==> src/rtl/io_bus_arbiter.sv <==
// Two-master single-word arbiter for the shared memory-mapped I/O bus.
// Define IO_ARB_FIXED_PRIO_EN to make m0 always win ties (default: round-robin).
module io_bus_arbiter #(
    parameter logic [31:0] IDLE_ADDR = 32'h0000_0000
) (
    input  logic        clk,
    input  logic        rst_n,
    input  logic        m0_req,
    input  logic [31:0] m0_addr,
    input  logic [31:0] m0_wdata,
    input  logic        m0_we,
    output logic        m0_ack,
    output logic [31:0] m0_rdata,
    input  logic        m1_req,
    input  logic [31:0] m1_addr,
    input  logic [31:0] m1_wdata,
    input  logic        m1_we,
    output logic        m1_ack,
    output logic [31:0] m1_rdata,
    output logic [31:0] bus_addr,
    output logic [31:0] bus_datain,
    output logic        bus_en,
    input  logic [31:0] bus_dataout
);

    typedef enum logic [1:0] {
        IDLE = 2'd0,
        GNT0 = 2'd1,
        GNT1 = 2'd2,
        ACK  = 2'd3
    } state_t;

    state_t state, state_nx;
    logic   last, last_nx;   // 1 = m1 was granted most recently
    logic   pick0;

    always_comb begin
        state_nx   = state;
        last_nx    = last;
        pick0      = 1'b0;
        bus_addr   = IDLE_ADDR;
        bus_datain = '0;
        bus_en     = 1'b0;
        case (state)
            IDLE: begin
                if (m0_req && m1_req) begin
`ifdef IO_ARB_FIXED_PRIO_EN
                    pick0 = 1'b1;
`else
                    pick0 = last;
`endif
                end else begin
                    pick0 = m0_req;
                end
                if (m0_req || m1_req) begin
                    state_nx = pick0 ? GNT0 : GNT1;
                    last_nx  = ~pick0;
                end
            end
            GNT0: begin
                bus_addr   = m0_addr;
                bus_datain = m0_wdata;
                bus_en     = m0_we;
                state_nx   = ACK;
            end
            GNT1: begin
                bus_addr   = m1_addr;
                bus_datain = m1_wdata;
                bus_en     = m1_we;
                state_nx   = ACK;
            end
            ACK:     state_nx = IDLE;
            default: state_nx = IDLE;
        endcase
    end

    // Acks and read data are registered at the edge closing the grant cycle.
    always_ff @(posedge clk or negedge rst_n) begin
        if (!rst_n) begin
            state    <= IDLE;
            last     <= 1'b1;
            m0_ack   <= 1'b0;
            m1_ack   <= 1'b0;
            m0_rdata <= '0;
            m1_rdata <= '0;
        end else begin
            state  <= state_nx;
            last   <= last_nx;
            m0_ack <= (state == GNT0);
            m1_ack <= (state == GNT1);
            if (state == GNT0) m0_rdata <= bus_dataout;
            if (state == GNT1) m1_rdata <= bus_dataout;
        end
    end

endmodule

==> config.mk <==
export PLATFORM = sky130hd
export DESIGN_NAME = io_bus_arbiter
export DESIGN_NICKNAME = d
export VERILOG_FILES = /design/src/rtl/io_bus_arbiter.sv
export SDC_FILE = /design/constraint.sdc
export NUM_CORES = 1
export LEC_CHECK = 0
export CAP_MARGIN = 20
export CELL_PAD_IN_SITES_DETAIL_PLACEMENT = 1
export CELL_PAD_IN_SITES_GLOBAL_PLACEMENT = 2
export CORE_UTILIZATION = 16
export CTS_CLUSTER_DIAMETER = 30
export DETAILED_ROUTE_END_ITERATION = 6
export PLACE_DENSITY_LB_ADDON = 0.2
export SYNTH_ARGS = -nofsm -noshare
export SYNTH_HDL_FRONTEND = slang
export SYNTH_SLANG_ARGS = --single-unit
==> constraint.sdc <==
create_clock -name clk -period 1.45 [get_ports clk]
set_input_delay 0.2175 -clock clk [delete_from_list [all_inputs] [get_ports clk]]
set_output_delay 0.2175 -clock clk [all_outputs]
set_load 0.01 [all_outputs]
Word level (Yosys, flattened, before mapping)
Cells that the tools add are included.
W data, S select, Z words.

storage, ports and cells
  flip-flop bits (word level) = 69
  input port bits = 166
  output and inout port bits = 131
  logic and storage cells = 24

operators by class
  equal/unequal tests = 4
  muxes and demuxes = 8
  bitwise gates (word level) = 1
  reductions and logical operators = 5

operators with widths
  cell                  count
  $pmux W32 S2          2
  $pmux W2 S3           1
  $eq A2 B2 Y1 const B  2
  $mux W2               2
  $eq A2 B1 Y1 const B  1
  $logic_not A2 Y1      1
  $mux W1               2
  $ne A2 B2 Y1 const B  1
  $pmux W1 S2           1
  $reduce_and A2 Y1     1
  $reduce_or A2 Y1      1
  $logic_and A1 B1 Y1   1
  $logic_or A1 B1 Y1    1
  $not A1 Y1            1

Depth between registers and ports, before layout
  depth in word-level cells = 6
  mapped depth = 6
  mapped depth without buffers = 4

Worst setup path before layout
Ideal clock, no wire load.

  path kind = register to output
  from = register state[1]
  to = output bus_addr[10]
  data arrival time = 1.316 ns
  data required time = 1.233 ns
  slack = -0.084 ns
  cell stages (with the launch flop) = 6
  buffers on the path = 2
  cell sequence = dfrtp_1 -> inv_1 -> ha_1 -> clkbuf_2 -> clkbuf_1 -> nor2b_1

on the way
  cells in the longest elaborated chain, start to end = 2
  elaborated cells on any way between the ends = 3
  classes of those cells = eq/ne: 2; mux: 1

RTL lines
  item                                          line  source
  from (decl)                                   33    state_t state, state_nx;
  from (signal assigned)                        87    state <= state_nx;
  $eq A2 B2 Y1 or $eq A2 B1 Y1 (tied branches)  44    case (state)
  $pmux W32 S2 *                                44
  to (decl)                                     20    output logic [31:0] bus_addr,

Mark *: on every way between the ends. The rest lies on a longest branch, timed or not.

Final worst setup path
  from = register state[1]
  to = output bus_addr[14]

Same word-level chain as after synthesis.

==> reports/qor.yml <==
grtUsageMet2: 0.292
first_iter_violations: 82
holdWs_ns: 0.473
grt_use_met1: 0.183
seqPwrFrac: 0.165
start_util: 0.164
met3_usage: 0.0387
fin_ws_ns: -0.560
min_period_ns: 2.01
synthCells: 309
skew_ns: 0.00798
rsz0062_at_grt: "true"
finalNonFillerCells: 968
dp_hpwl_mm: 12.7
timing.setup.tns_ns: -42.19
core_area_um2: 22800
io_buffers: 296
wl_per_cell_um: 20.1
ant_nets: 0
synth.top_cells.by_area: "dfrtp_1 46%, a22oi_1 13%, mux2_4 12%"
slew_violations: 0
area_growth_pct: 134
hold_violations: 0
drc_errors: 0
ys_seq_area_frac: 0.463
p_sw_frac: 0.356
holdCritPathClass: "input port to asynchronous set/reset pin"
yosysUniqueCellTypes: 18
grt_pass1_vias: 4361
cp.arrival_ns: 1.79
cts.sinks: 69
grt-ovfl-total: 0
violations: "setup timing"
gp_congestion: 0.755
intPower_mw: 13.6
insertion_delay_ns: 0.33
mostFrequentLayoutCells: "164 x clkdlybuf4s50_1, 68 x dfrtp_1, 65 x a22oi_2"
ys_ff_latch: 69
power.switching_mw: 7.53
grt.total_usage: 0.159
critPathMaxFanout: 6
ys.warnings.count: 0
power_frac_comb: 0.713
path_class: "flip-flop to output pin"
path_clk_slew_ns: 0.06
busiest_layer: "met2"
peakVddDrop_mv: 0.838
final_common_cell: "clkdlybuf4s50_1"
tightest_slew_ns: 0.388
power_leakage_nw: 3.79
dpl.cell_count: 907
antenna_found_initial: 2
cap_viol_max_count: 0
dr.pass1.iters: 4
cts_root_buf: "clkbuf_16"
layout-drive-gt1-share: 0.498
grt_max_degree: 70
cts-htree-levels: 3
p_per_area_nw_per_um2: 2420
slew_headroom: 0.741
die_w_um: 155
cp.required_ns: 1.23
critPathLaunchType: "flip-flop"
viasPerCell: 4.06
fin_crit_sh: 1.39
status: "finished with violations"
num_rows: 55
ios: 297
synth_nets: 479
place_ws_ns: -0.640
worstSetupEndpointType: "output pin"
fmax_ghz: 0.498
cts_tree: "yes"
syn_area_per_cell_um2: 12.1
synth_top_area_frac: 0.456
die_y_um: 155
cts_buffers: 9
die-area_um2: 23900
setup_viol: 130
vias: 3927
netlist_area_um2: 3730
clkPwrFrac: 0.123
cts_buffer_depth: 2
drt_wl_total_mm: 19.4
yosysTopAreaCell: "dfrtp_1"
nets: 819
grt_pass1_wl_mm: 28.0
per-stage QoR:
step                      power, mW  area, µm²  utilization
after global placement         14.8       7270        0.319
final                          21.1       8720        0.383
after floorplan                9.17       3850            -
after global routing           22.3       8720        0.383
after CTS                      20.8       8520        0.374
after detailed placement       14.9       7270        0.319
registers in the layout (all words and copies together) (netlist names):
signal    count
last          1
m0_ack        1
m0_rdata     32
m1_ack        1
m1_rdata     32
state         2
cell type report:
cell class / count / area [µm²]
tap: 313 / 392
timing repair buffer: 358 / 3750
inverter: 3 / 11.3
fill: 2427 / 14100
clock inverter: 5 / 108
multi-input combinational: 208 / 2490
sequential: 69 / 1730
antenna: 1 / 2.50
clock buffer: 11 / 243
worst max-delay path, cell delays in order, from the launching register on:
cell and delay, ns:
dfrtp_1 0.41, buf_6 0.14, ha_4 0.15, buf_12 0.15, buf_12 0.14, buf_8 0.12
a22oi_2 0.16, nor2b_2 0.07, buf_2 0.14
power groups by stage:
| stage | registers (mW) | clock network (mW) | logic (mW) |
|---|---|---|---|
| final | 3.49 | 2.59 | 15.1 |
| after global routing | 3.63 | 2.76 | 16.0 |
| after CTS | 3.48 | 2.68 | 14.7 |
| after detailed placement | 3.51 | 0 | 11.4 |
| after global placement | 3.47 | 0 | 11.3 |
| after floorplan | 3.92 | 0 | 5.25 |
path summary, 6_finish.rpt:
| check | slack, ns | cells after the start | to | from |
|---|---|---|---|---|
| max | -0.56 | 8 | bus_addr[14] | state[1] |
| min | 0.47 | 3 | m0_rdata[8] | rst_n |
| max reg2reg | -0.29 | 7 | m0_rdata[23] | state[0] |
| min reg2reg | 0.50 | 1 | m0_rdata[9] | m0_rdata[9] |
| max in group asynchronous | 0.64 | 3 | last | rst_n |
| min in group clk | 0.50 | 1 | m0_rdata[9] | m0_rdata[9] |
repair_timing:
item / 4_1_cts / 5_1_grt
gates resized for setup: 450 / 69
setup buffers: 27 / 11
pin swaps: 32 / 20
hold buffers: 1 / 0
endpoints found under the setup margin: 184 / 139
endpoints found under the hold margin: 68 / 0
gates cloned: 16 / 3
per-layer routing:
layer	share of wire	up-vias	wire length (µm)
li1	-	1805	-
met1	0.39	1966	7650
met2	0.53	135	10400
met3	0.054	19	1040
met4	0.017	2	322
met5	0.00067	-	13
synth_stat cells:
cell and instances:
dfrtp_1 68, ha_1 4, mux2_4 30, clkbuf_1 9, o21ai_0 3, dfstp_2 1
buf_2 14, nand2b_1 1, a31oi_1 1, inv_1 3, and2_1 1, nor2b_1 65
buf_6 5, a21oi_1 2, clkbuf_2 1, nand2_1 2, mux2_2 34, a22oi_1 65
kinds of logic after synthesis:
group,count (synthesis),share of synthesized area
AO/OA/AOI/OAI,71,0.139
adder cells (fa/ha/maj),4,0.0134
buffers and inverters,32,0.0472
flip-flops,69,0.463
multiplexers,64,0.223
AND/OR/NAND/NOR,69,0.114
No activity file was read; power rests on OpenSTA's default activity.
